<file path="src/rtl/pipe_pkg.sv">
// Shared definitions for the pipeline stage registers: occupancy width,
// per-edge priority encoding and payload field layout of a stage bundle.
package pipe_pkg;

    localparam int unsigned PIPE_OCC_W = 2;

    typedef logic [1:0] pipe_pri_t;

    localparam pipe_pri_t PRI_CLR   = 2'd0;
    localparam pipe_pri_t PRI_HOLD  = 2'd1;
    localparam pipe_pri_t PRI_FLUSH = 2'd2;
    localparam pipe_pri_t PRI_RUN   = 2'd3;

    // Field layout of the 256-bit stage bundle (LSB offset / width)
    localparam int unsigned PC_LSB   = 0;
    localparam int unsigned PC_W     = 64;
    localparam int unsigned INS_LSB  = 64;
    localparam int unsigned INS_W    = 32;
    localparam int unsigned DEC_LSB  = 96;
    localparam int unsigned DEC_W    = 64;
    localparam int unsigned ALU_LSB  = 160;
    localparam int unsigned ALU_W    = 64;
    localparam int unsigned CSR_LSB  = 224;
    localparam int unsigned CSR_W    = 28;
    localparam int unsigned PRIV_LSB = 252;
    localparam int unsigned PRIV_W   = 2;
    localparam int unsigned FLAG_LSB = 254;
    localparam int unsigned FLAG_W   = 2;

    // Resolve the control inputs into the single action taken at the next edge
    function automatic pipe_pri_t pipe_pri_sel(input logic clear, input logic hold,
                                               input logic flush);
        if (clear) begin
            return PRI_CLR;
        end else if (hold) begin
            return PRI_HOLD;
        end else if (flush) begin
            return PRI_FLUSH;
        end
        return PRI_RUN;
    endfunction

endpackage

</file>
<file path="src/rtl/pipe_stage_skid_if.sv">
// Valid/ready stream carrying one stage bundle. The producer side uses
// master, the consumer side uses slave.
interface pipe_stage_skid_if
    import pipe_pkg::*;
#(
    parameter int unsigned PAYLOAD_W = 256
);
    logic                 valid;
    logic                 ready;
    logic [PAYLOAD_W-1:0] payload;

    modport master (output valid, output payload, input ready);
    modport slave  (input valid, input payload, output ready);
endinterface

</file>
<file path="src/rtl/pipe_slot.sv">
// One storage entry of a stage: payload register plus valid flag.
// kill empties the entry and zeroes the payload, load captures data,
// drop only invalidates (payload stays as is).
module pipe_slot
    import pipe_pkg::*;
#(
    parameter int unsigned WIDTH = 256
) (
    input  logic             clk,
    input  logic             rst,
    input  logic             load,
    input  logic             kill,
    input  logic             drop,
    input  logic [WIDTH-1:0] data,
    output logic             valid,
    output logic [WIDTH-1:0] payload
);
    logic             valid_q;
    logic [WIDTH-1:0] payload_q;

    // Entry state: kill beats load beats drop, otherwise keep
    always_ff @(posedge clk or negedge rst) begin
        if (!rst) begin
            valid_q   <= 1'b0;
            payload_q <= '0;
        end else if (kill) begin
            valid_q   <= 1'b0;
            payload_q <= '0;
        end else if (load) begin
            valid_q   <= 1'b1;
            payload_q <= data;
        end else if (drop) begin
            valid_q   <= 1'b0;
        end
    end

    assign valid   = valid_q;
    assign payload = payload_q;
endmodule

</file>
<file path="src/rtl/pipe_stage_skid.sv">
// Pipeline stage register with valid/ready handshake, clear/hold/flush
// controls, optional skid entry (registered upstream ready), occupancy
// report and a saturating stall counter.
module pipe_stage_skid
    import pipe_pkg::*;
#(
    parameter int unsigned PAYLOAD_W   = 256,
    parameter bit          SKID_EN     = 1'b1,
    parameter bit          ZERO_BUBBLE = 1'b1,
    parameter int unsigned STALL_W     = 16
) (
    input  logic                  clk,
    input  logic                  rst,
    input  logic                  clear,
    input  logic                  hold,
    input  logic                  flush,
    pipe_stage_skid_if.slave      up,
    pipe_stage_skid_if.master     dn,
    output logic [PIPE_OCC_W-1:0] occupancy,
    output logic [STALL_W-1:0]    stall_cnt
);
    logic                 main_valid, skid_valid;
    logic [PAYLOAD_W-1:0] main_payload, skid_payload, main_data;
    logic                 main_load, main_kill, main_drop;
    logic                 skid_load, skid_kill, skid_valid_next;
    logic                 in_ready, in_fire, out_fire, stall_inc;
    logic                 in_ready_q, in_ready_d;
    logic [STALL_W-1:0]   stall_q;
    pipe_pri_t            pri;

    // Handshake: in_ready_q is low during reset and for one edge after it
    always_comb begin
        if (SKID_EN) begin
            in_ready = in_ready_q & ~hold;
        end else begin
            in_ready = in_ready_q & ~hold & (~main_valid | dn.ready);
        end
        in_fire  = up.valid & in_ready;
        out_fire = main_valid & dn.ready & ~hold;
    end

    // Entry control: decide what each slot does at the next edge
    always_comb begin
        pri             = pipe_pri_sel(clear, hold, flush);
        main_load       = 1'b0;
        main_kill       = 1'b0;
        main_drop       = 1'b0;
        main_data       = up.payload;
        skid_load       = 1'b0;
        skid_kill       = 1'b0;
        skid_valid_next = skid_valid;
        unique case (pri)
            PRI_CLR, PRI_FLUSH: begin
                main_kill       = 1'b1;
                skid_kill       = 1'b1;
                skid_valid_next = 1'b0;
            end
            PRI_HOLD: begin
            end
            PRI_RUN: begin
                if (!main_valid || out_fire) begin
                    // Older skid beat always goes first; in_fire cannot coincide
                    if (skid_valid) begin
                        main_load       = 1'b1;
                        main_data       = skid_payload;
                        skid_kill       = 1'b1;
                        skid_valid_next = 1'b0;
                    end else if (in_fire) begin
                        main_load = 1'b1;
                    end else begin
                        main_drop = 1'b1;
                    end
                end else if (in_fire) begin
                    skid_load       = 1'b1;
                    skid_valid_next = 1'b1;
                end
            end
            default: begin
            end
        endcase
        in_ready_d = SKID_EN ? ~skid_valid_next : 1'b1;
    end

    // Registered upstream ready (tracks skid emptiness when the skid exists)
    always_ff @(posedge clk or negedge rst) begin
        if (!rst) begin
            in_ready_q <= 1'b0;
        end else begin
            in_ready_q <= in_ready_d;
        end
    end

    assign stall_inc = (main_valid & ~dn.ready) | hold;

    // Saturating stall counter, only cleared by reset
    always_ff @(posedge clk or negedge rst) begin
        if (!rst) begin
            stall_q <= '0;
        end else if (stall_inc && (stall_q != {STALL_W{1'b1}})) begin
            stall_q <= stall_q + STALL_W'(1);
        end
    end

    pipe_slot #(
        .WIDTH (PAYLOAD_W)
    ) u_main (
        .clk     (clk),
        .rst     (rst),
        .load    (main_load),
        .kill    (main_kill),
        .drop    (main_drop),
        .data    (main_data),
        .valid   (main_valid),
        .payload (main_payload)
    );

    if (SKID_EN) begin : g_skid
        pipe_slot #(
            .WIDTH (PAYLOAD_W)
        ) u_skid (
            .clk     (clk),
            .rst     (rst),
            .load    (skid_load),
            .kill    (skid_kill),
            .drop    (1'b0),
            .data    (up.payload),
            .valid   (skid_valid),
            .payload (skid_payload)
        );
    end else begin : g_no_skid
        assign skid_valid   = 1'b0;
        assign skid_payload = '0;
    end

    assign up.ready    = in_ready;
    assign dn.valid    = main_valid;
    assign dn.payload  = (ZERO_BUBBLE && !main_valid) ? '0 : main_payload;
    assign occupancy   = PIPE_OCC_W'(main_valid) + PIPE_OCC_W'(skid_valid);
    assign stall_cnt   = stall_q;
endmodule

</file>
<file path="src/flat_wrapper.sv">
// flat-port wrapper written by rule: the top's interface ports become plain ports
module pipe_stage_skid_flat import pipe_pkg::*;
#(
    parameter int unsigned PAYLOAD_W   = 256,
    parameter bit          SKID_EN     = 1'b1,
    parameter bit          ZERO_BUBBLE = 1'b1,
    parameter int unsigned STALL_W     = 16
)
  (clk, rst, clear, hold, flush, occupancy, stall_cnt, up_valid, up_payload, up_ready, dn_valid, dn_payload, dn_ready);
  pipe_stage_skid_if #(.PAYLOAD_W(PAYLOAD_W)) up_i ();
  pipe_stage_skid_if #(.PAYLOAD_W(PAYLOAD_W)) dn_i ();
  input  logic clk;
  input  logic rst;
  input  logic clear;
  input  logic hold;
  input  logic flush;
  output logic [PIPE_OCC_W-1:0] occupancy;
  output logic [STALL_W-1:0] stall_cnt;
  input wire logic [$bits(up_i.valid)-1:0] up_valid;
  input wire logic [$bits(up_i.payload)-1:0] up_payload;
  output wire logic [$bits(up_i.ready)-1:0] up_ready;
  output wire logic [$bits(dn_i.valid)-1:0] dn_valid;
  output wire logic [$bits(dn_i.payload)-1:0] dn_payload;
  input wire logic [$bits(dn_i.ready)-1:0] dn_ready;
  assign up_i.valid = up_valid;
  assign up_i.payload = up_payload;
  assign up_ready = up_i.ready;
  assign dn_valid = dn_i.valid;
  assign dn_payload = dn_i.payload;
  assign dn_i.ready = dn_ready;
  pipe_stage_skid #(.PAYLOAD_W(PAYLOAD_W), .SKID_EN(SKID_EN), .ZERO_BUBBLE(ZERO_BUBBLE), .STALL_W(STALL_W)) u_core (.clk(clk), .rst(rst), .clear(clear), .hold(hold), .flush(flush), .up(up_i), .dn(dn_i), .occupancy(occupancy), .stall_cnt(stall_cnt));
endmodule
</file>
<file path="config.mk">
export PLATFORM = sky130hd
export DESIGN_NAME = pipe_stage_skid_flat
export DESIGN_NICKNAME = d
export VERILOG_FILES = /design/src/rtl/pipe_pkg.sv /design/src/rtl/pipe_stage_skid_if.sv /design/src/rtl/pipe_slot.sv /design/src/rtl/pipe_stage_skid.sv /design/src/flat_wrapper.sv
export SDC_FILE = /design/constraint.sdc
export NUM_CORES = 1
export LEC_CHECK = 0
export ABC_AREA = 1
export CELL_PAD_IN_SITES_DETAIL_PLACEMENT = 0
export CELL_PAD_IN_SITES_GLOBAL_PLACEMENT = 1
export CORE_MARGIN = 4
export CORE_UTILIZATION = 38
export DETAILED_ROUTE_END_ITERATION = 6
export PLACE_DENSITY = 0.84
export SYNTH_ARGS = -nofsm -noshare
export SYNTH_HDL_FRONTEND = slang
export SYNTH_SLANG_ARGS = --single-unit
export TNS_END_PERCENT = 10
</file>
<file path="constraint.sdc">
create_clock -name clk -period 2.2 [get_ports clk]
set_input_delay 0.22 -clock clk [delete_from_list [all_inputs] [get_ports clk]]
set_output_delay 0.22 -clock clk [all_outputs]
set_load 0.005 [all_outputs]
</file>
* After elaboration in Yosys (flattened, before gate mapping) *
Cells that the tools add are included.

word-level totals
  flip-flop bits (word level) = 531
  input bits = 263
  logic and storage cells = 65

operators by class
  add/subtract/negate cells = 2
  equal/unequal tests = 3
  muxes and demuxes = 37
  bitwise logic cells = 9
  reduce and logical (&&, ||, !) cells = 8

operators by type and width
  operator                                       count
  2-to-1 mux 256 bit                             8
  2-to-1 mux 1 bit                               23
  adder 16 x 1 -> 16 bit, second input constant  1
  inequality test 16 bit, second input constant  1
  2-to-1 mux 2 bit                               4
  bitwise AND 1 bit                              5
  equality test 2 bit, second input constant     2
  one-hot mux 1 bit (2 select lines)             2
  nonzero test 2 bit                             2
  NOT 1 bit                                      3
  nonzero test 3 bit                             1
  adder 1 x 1 -> 2 bit                           1
  logical NOT 2 bit                              1
  OR reduction 2 bit                             1
  logical AND 1 bit                              1
  logical NOT 1 bit                              1
  logical OR 1 bit                               1
  OR 1 bit                                       1

* Logic depth before layout (Yosys ltp) *
Gate-level depths: netlist of run 1.

  depth in word-level cells = 10
  depth in mapped cells = 11

* Modules after synthesis *
A second synthesis of run 1 with hierarchy kept.

second synthesis, totals
  cells, all modules = 3,773
  area total of the unflattened synthesis = 26,909.6 µm²

by module, submodules not included
  module           instances  cells an instance  area each (µm²)  seq. area each (µm²)
  pipe_slot        2          1,116              10,252.3         6,431.2
  pipe_stage_skid  1          1,541              6,404.9          425.4

* Least setup slack after synthesis of run 1 *
Ideal clock, no wire load.

  path type = register -> register
  from = register u_core.u_main.valid_q (netlist: u_core.u_main.valid)
  to = register u_core.u_main.payload_q[102] (netlist: u_core.u_main.payload[102])
  setup time = 0.132 ns
  arrival = 1.521 ns
  required time = 2.068 ns
  setup slack = 0.546 ns
  cell stages (with the launch flop) = 12
  buffers on the path = 5
  clock period less this slack = 1.654 ns
  path through = dfrtp_1 -> buf_2 -> inv_2 -> a21oi_4 -> nor2_2 -> nand2_4 -> buf_6 -> buf_6 -> buf_6 -> buf_6 -> nand3_1 -> o21ai_1

on the way
  word-level cells in the longest chain between the ends = 7
  elaborated cells between the ends (all ways) = 11
  those cells by class = mux (6); bitwise (2); reduce/logical (3)

ends and longest elaborated chain
  what                            RTL line               RTL
  start, declared                 pipe_slot.sv:18        logic valid_q;
  start signal, assigned          pipe_slot.sv:24        valid_q <= 1'b0;
  start signal, assigned          pipe_slot.sv:27        valid_q <= 1'b0;
  start signal, assigned          pipe_slot.sv:30        valid_q <= 1'b1;
  bitwise AND 1 bit (2 in a row)  pipe_stage_skid.sv:39  out_fire = main_valid & dn.ready & ~hold;
  logical OR 1 bit (*)            pipe_stage_skid.sv:61  if (!main_valid || out_fire) begin
  2-to-1 mux 256 bit              pipe_stage_skid.sv:61
  2-to-1 mux 256 bit              pipe_stage_skid.sv:52  unique case (pri)
  2-to-1 mux 256 bit              pipe_slot.sv:29        end else if (load) begin
  2-to-1 mux 256 bit              pipe_slot.sv:26        end else if (kill) begin
  end signal, assigned            pipe_slot.sv:31        payload_q <= data;
  end, declared                   pipe_slot.sv:19        logic [WIDTH-1:0] payload_q;

Every way passes the cells marked *; elsewhere a longest branch is shown, timed or not. The select of a mux whose other input is x is not followed.
A chain may end at the register's enable or synchronous reset.

* Worst setup path after layout of run 1 *
  from = register u_core.u_main.valid_q (netlist: u_core.u_main.valid)
  to = output dn_payload[212]

on the way
  word-level cells in the longest chain between the ends = 1

ends and longest elaborated chain
  what                RTL line                RTL
  2-to-1 mux 256 bit  pipe_stage_skid.sv:137  assign dn.payload = (ZERO_BUBBLE && !main_valid) ? '0 : main_payload;
  end, declared       flat_wrapper.sv:23      output wire logic [$bits(dn_i.payload)-1:0] dn_payload;

Every way passes these cells.

==> flow_metrics.env, run 1 <==
export IMPL_grt_pass1_vias=22000
export IMPL_finalPower_mw=21.9
export IMPL_cts_sinks=531
export IMPL_met3_usage=0.0368
export IMPL_dieArea_um2=70800
export IMPL_slowest_stage="dfrtp_4"
export IMPL_syn_nets=3226
export IMPL_cp_start_kind="register"
export IMPL_crit_path_end_kind="output port"
export IMPL_cts_reportedPaths_clkPinSlew_ns=0.06
export IMPL_finalMaxSlewViolations=0
export IMPL_synth_seq_cells=531
export IMPL_worst_pin_slew_ns=0.972
export IMPL_wirelength_um=82400
export IMPL_grt_busiest_layer="met2"
export IMPL_clock_root_buffer="clkbuf_16"
export IMPL_wire_per_inst_um=18.6
export IMPL_synth_main_ff_cell="dfrtp_1"
export IMPL_seq_power_share=0.460
export IMPL_power_density_nw_per_um2=631
export IMPL_dp_hpwl_um=55900
export IMPL_max_cap_viol_count=0
export IMPL_relSlewSlack=0.352
export IMPL_synth_edff_count=0
export IMPL_cts_buffers_inserted=57
export IMPL_synth_top_area_share=0.525
export IMPL_io_buffers=538
export IMPL_min_period_ns=2.31
export IMPL_groute_layer_met1_usage=0.315
export IMPL_leakagePower_nw=18.8
export IMPL_cp_max_fo=8
export IMPL_use_met2=0.365
export IMPL_drive_gt1_frac=0.128
export IMPL_antenna_found_initial=15
export IMPL_placedCellCount=4286
export IMPL_yosysUniqueCellTypes=24
export IMPL_min_path_type="input pin to asynchronous set/reset pin"
export IMPL_switching_share=0.241
export IMPL_finalHoldViolCount=0
export IMPL_area_delta_synth_final_pct=36.9
export IMPL_cp_data_required_time_ns=1.98
export IMPL_seq_area_frac_synth=0.525
export IMPL_vias=22200
export IMPL_cts_htree_levels=2
export IMPL_intPower_mw=16.6
export IMPL_cpPeakStageDelay_ns=0.50
export IMPL_fin_cells=4432
export IMPL_place_gp_congestion=0.821
export IMPL_coreArea_um2=65900
export IMPL_start_util=0.384
export IMPL_nFillCells=6183
export IMPL_syn_inst=2961
export IMPL_die_height_um=266
export IMPL_crit_family="buffers and inverters"
export IMPL_finalWorstSetupSlack_ns=-0.105
export IMPL_avgViaCountPerCell=5.01
export IMPL_grt_pass1_wl_um=128000
export IMPL_pin_count=539
export IMPL_fin_area_um2=34700
export IMPL_ys_top_cells_by_area="dfrtp_1 52%, nand2_1 13%, nand3_1 10%"
export IMPL_insertion_delay_ns=0.60
export IMPL_crit_arrival_ns=2.09
export IMPL_first_pass_iters=5
export IMPL_fp_dieW_um=266
export IMPL_grt_max_degree=62
export IMPL_p_sw_mw=5.26
export IMPL_worst_hold_slack_ns=0.113
export IMPL_yosys_warnings=0
export IMPL_postLayoutCoreUtil=0.526
export IMPL_timing_fmax_ghz=0.434
export IMPL_async_flop_share=1.00
export IMPL_rsz0062_at_grt="true"
export IMPL_crit_type="register to output port"
export IMPL_drtIter0Drc=1643
export IMPL_outcome="complete, but fails checks"
export IMPL_period_share=1.05
export IMPL_final_common_cell="nand2_1"
export IMPL_finalClockSkew_ns=0.0113
export IMPL_syn_area_per_cell_um2=8.55
export IMPL_pre_cts_ws_ns=0.0498
export IMPL_grt_overflow=0
export IMPL_ant_nets=0
export IMPL_grt_usage=0.226
export IMPL_cts_tree="yes"
export IMPL_violations="negative setup slack"
export IMPL_path_buf_inv=5
export IMPL_comb_power_share=0.101
export IMPL_clockPowerShare=0.440
export IMPL_rows=94
export IMPL_crit_chain="buf_12 > buf_16 > buf_6 > nand2_1 > inv_1 > clkdlybuf4s50_1"
export IMPL_yosys_area_top_type="dfrtp_1"
export IMPL_placed_cell_area_um2=32600
export IMPL_layout_nets=3778
export IMPL_vdd_drop_max_uv=555
export IMPL_most_common_layout_cells="790 x nand2_1, 529 x dfrtp_1, 520 x nand3_1, 280 x clkdlybuf4s50_1, 262 x inv_1"
export IMPL_cts_buffer_depth=3
export IMPL_tns_ns=-1.74
export IMPL_finalSetupViolCount=31
export IMPL_syn_area_um2=25300
export IMPL_drc_errors=0
## metal layers
metal,vias to the layer above,part of all wire
met1,10700,0.44
met5,-,0.00089
met2,638,0.48
li1,10700,-
met3,137,0.058
met4,10,0.029
## state kept, by name, indices dropped and copies added, names as in the netlist
| register | flops |
|---|---|
| u_core.g_skid.u_skid.payload | 256 |
| u_core.g_skid.u_skid.valid | 1 |
| u_core.in_ready_q | 1 |
| u_core.stall_cnt | 16 |
| u_core.u_main.payload | 256 |
| u_core.u_main.valid | 1 |
## power by group through the flow
stage / sequential, mW / clock, mW / combinational [mW]
global route: 10.1 / 10.3 / 2.39
detailed placement: 10.2 / 0 / 2.11
global placement: 10.2 / 0 / 2.11
finish: 10.0 / 9.61 / 2.20
CTS: 10.0 / 9.84 / 2.21
floorplan: 10.2 / 0 / 0.777
## cells by family (layout without fill, tap and decap cells)
kind of cell	count (synthesis)	count (layout)	share of synthesized area
xor gates and xnor gates	7	7	0.00242
muxes	255	255	0.101
AOI/OAI and AO/OA	267	267	0.0535
DFF	531	531	0.525
adders and majority gates	2	2	0.000988
and+or+nand+nor	1394	1394	0.234
other	0	9	0
buffers and inverters	505	1103	0.0840
## area by class of cell
| type | instances | area, um2 | share of cell area |
|---|---|---|---|
| Inverter | 277 | 1050 | 0.0304 |
| Clock inverter | 16 | 134 | 0.00386 |
| Antenna cell | 9 | 22.5 | 0.000650 |
| Multi-Input combinational cell | 1925 | 10100 | 0.291 |
| Tap cell | 864 | 1080 | 0.0312 |
| Clock buffer | 89 | 1740 | 0.0502 |
| Sequential cell | 531 | 13300 | 0.384 |
| Timing Repair Buffer | 721 | 7240 | 0.209 |
## repair_timing
| action | CTS | global route |
|---|---|---|
| gates resized for setup | 423 | 220 |
| pin swaps | 0 | 0 |
| endpoints found under the hold margin | 256 | 0 |
| hold buffers | 1 | 0 |
| cloned | 10 | 1 |
| endpoints found under the setup margin | 253 | 214 |
| setup buffers | 18 | 4 |
## worst reg2reg max path, stage by stage (launching register included)
cell     delay [ns]
dfrtp_4        0.44
buf_12         0.15
buf_4          0.13
buf_4          0.10
inv_2          0.04
a21oi_4        0.18
nand4_1        0.21
buf_12         0.20
buf_12         0.17
buf_4          0.26
nand3_1        0.09
nand2_1        0.05
## path summary, 6_finish.rpt
check / startpoint / endpoint / slack, ns / cells past startpoint
min in group clk: up_payload[85] / u_core.g_skid.u_skid.payload[85]$_DFFE_PN0P_ / 0.19 / 3
max in group asynchronous: rst / u_core.g_skid.u_skid.payload[103]$_DFFE_PN0P_ / 1.22 / 4
worst min-delay path: rst / u_core.u_main.payload[141]$_DFFE_PN0P_ / 0.11 / 2
worst min register to register: u_core.g_skid.u_skid.payload[117]$_DFFE_PN0P_ / u_core.g_skid.u_skid.payload[117]$_DFFE_PN0P_ / 0.50 / 2
worst max register to register: u_core.u_main.valid$_DFFE_PN0P_ / u_core.g_skid.u_skid.payload[173]$_DFFE_PN0P_ / 0.07 / 11
worst max-delay path: u_core.u_main.valid$_DFFE_PN0P_ / dn_payload[212] / -0.11 / 6
## Yosys cell counts (2+ instances only)
master / number
inv_1: 274
mux2i_1: 255
o21ai_0: 105
ha_1: 2
nand2_1: 845
nand3_1: 520
o21ai_1: 158
buf_6: 13
buf_4: 2
nor2_1: 19
buf_2: 100
clkbuf_1: 96
buf_1: 17
xnor2_1: 7
nand4_1: 7
dfrtp_1: 531
inv_2: 3
(Power assumes the default switching activity.)
==> run 2, diff against run 1 <==
--- a/config.mk
+++ b/config.mk
@@ -9,9 +9,10 @@
 export CELL_PAD_IN_SITES_DETAIL_PLACEMENT = 0
 export CELL_PAD_IN_SITES_GLOBAL_PLACEMENT = 1
 export CORE_MARGIN = 4
-export CORE_UTILIZATION = 38
+export CORE_UTILIZATION = 39
 export DETAILED_ROUTE_END_ITERATION = 6
-export PLACE_DENSITY = 0.84
+export DONT_BUFFER_PORTS = 1
+export PLACE_DENSITY = 0.72
 export SYNTH_ARGS = -nofsm -noshare
 export SYNTH_HDL_FRONTEND = slang
 export SYNTH_SLANG_ARGS = --single-unit
==> flow_metrics.env, run 2 (synthesis results as in run 1) <==
export IMPL_cts_sinks=531
export IMPL_fp_dieW_um=263
export IMPL_drc_errors=0
export IMPL_cts_buffer_depth=3
export IMPL_cts_reportedPaths_clkPinSlew_ns=0.06
export IMPL_vias=21200
export IMPL_cp_max_fo=104
export IMPL_place_gp_congestion=0.811
export IMPL_crit_family="buffers and inverters"
export IMPL_layout_nets=3380
export IMPL_finalSetupViolCount=0
export IMPL_min_path_type="input pin to asynchronous set/reset pin"
export IMPL_crit_type="register to output port"
export IMPL_violations="negative hold slack"
export IMPL_clock_root_buffer="clkbuf_16"
export IMPL_crit_chain="bufbuf_16 > nand2_1 > inv_1"
export IMPL_cts_buffers_inserted=60
export IMPL_worst_pin_slew_ns=1.37
export IMPL_area_delta_synth_final_pct=21.1
export IMPL_leakagePower_nw=16.0
export IMPL_worst_hold_slack_ns=-0.692
export IMPL_rsz0062_at_grt="true"
export IMPL_dieArea_um2=69100
export IMPL_wire_per_inst_um=19.4
export IMPL_grt_pass1_wl_um=124000
export IMPL_cts_htree_levels=2
export IMPL_r2r_setup_slack_ns=0.14
export IMPL_path_buf_inv=2
export IMPL_pin_count=539
export IMPL_max_cap_viol_count=0
export IMPL_cp_start_kind="register"
export IMPL_min_period_ns=2.19
export IMPL_rows=93
export IMPL_io_buffers=0
export IMPL_fin_cells=4028
export IMPL_final_common_cell="nand2_1"
export IMPL_wirelength_um=78000
export IMPL_cts_tree="yes"
export IMPL_first_pass_iters=6
export IMPL_postCtsSetupBuffers=0
export IMPL_crit_path_end_kind="output port"
export IMPL_holdBufCountCts=259
export IMPL_drtIter0Drc=1940
export IMPL_tns_ns=0
export IMPL_relSlewSlack=0.0897
export IMPL_finalPower_mw=21.2
export IMPL_ant_nets=0
export IMPL_drive_gt1_frac=0.0601
export IMPL_finalClockSkew_ns=0.0234
export IMPL_grt_usage=0.218
export IMPL_vdd_drop_max_uv=576
export IMPL_power_density_nw_per_um2=691
export IMPL_start_util=0.393
export IMPL_antenna_found_initial=15
export IMPL_cp_data_required_time_ns=1.98
export IMPL_coreArea_um2=64300
export IMPL_die_height_um=263
export IMPL_grt_overflow=0
export IMPL_avgViaCountPerCell=5.27
export IMPL_finalHoldViolCount=531
export IMPL_cpPeakStageDelay_ns=0.57
export IMPL_most_common_layout_cells="837 x nand2_1, 529 x dfrtp_1, 520 x nand3_1, 259 x dlygate4sd3_1, 255 x mux2i_1"
export IMPL_grt_pass1_vias=21200
export IMPL_insertion_delay_ns=0.61
export IMPL_pre_cts_ws_ns=0.273
export IMPL_finalMaxSlewViolations=0
export IMPL_period_share=0.994
export IMPL_dp_hpwl_um=47200
export IMPL_timing_fmax_ghz=0.457
export IMPL_slowest_stage="bufbuf_16"
export IMPL_crit_arrival_ns=1.97
export IMPL_placedCellCount=3647
export IMPL_outcome="complete, but fails checks"
export IMPL_grt_max_degree=532
export IMPL_finalWorstSetupSlack_ns=0.0141
[run 2: path summary, 6_finish.rpt]
kind / depth (start not counted) / endpoint / from
worst min register to register: 2 / u_core.g_skid.u_skid.payload[13]$_DFFE_PN0P_ / u_core.g_skid.u_skid.payload[13]$_DFFE_PN0P_
max in group asynchronous: 0 / u_core.g_skid.u_skid.payload[92]$_DFFE_PN0P_ / rst
worst min-delay path: 0 / u_core.stall_cnt[4]$_DFFE_PN0P_ / rst
worst max-delay path: 3 / dn_payload[2] / u_core.u_main.valid$_DFFE_PN0P_
min in group clk: 4 / u_core.stall_cnt[12]$_DFFE_PN0P_ / dn_ready
worst max register to register: 6 / u_core.g_skid.u_skid.valid$_DFFE_PN0P_ / u_core.in_ready_q$_DFF_PN0_
[run 2: final cells by class]
class / count / area [um2]
fill: 6144 / 33700
sequential: 531 / 13300
multi-input combinational: 1925 / 9950
timing repair buffer: 320 / 3400
clock buffer: 95 / 1780
tap: 855 / 1070
inverter: 277 / 1050
clock inverter: 13 / 85.1
antenna: 12 / 30.0
[run 2: power breakdown]
| part | total, mW | leakage, nW | switching, mW | internal [mW] |
|---|---|---|---|---|
| Combinational | 1.55 | 7.71 | 0.866 | 0.689 |
| Clock | 9.59 | 0.915 | 4.07 | 5.52 |
| Sequential | 10.1 | 7.38 | 0.140 | 9.91 |
| Total | 21.2 | 16.0 | 5.07 | 16.1 |
[run 2: per-stage QoR]
stage,utilization,area [um2]
after global routing,0.476,30700
after floorplan,-,25300
after global placement,0.405,26100
final,0.477,30700
after detailed placement,0.405,26100
after CTS,0.476,30600
[run 2: what timing repair did]
item	4_1_cts	5_1_grt
endpoints found under the setup margin	210	146
resized for setup	16	17
endpoints found under the hold margin	1045	531
cloned	2	0
[run 2: per-layer routing]
layer | GRT usage | share of wire | up-vias
li1 | - | - | 9896
met1 | 0.290 | 0.42 | 10400
met2 | 0.356 | 0.48 | 709
met3 | 0.0429 | 0.059 | 155
met4 | 0.0797 | 0.037 | 8
met5 | 0 | 0.00062 | -
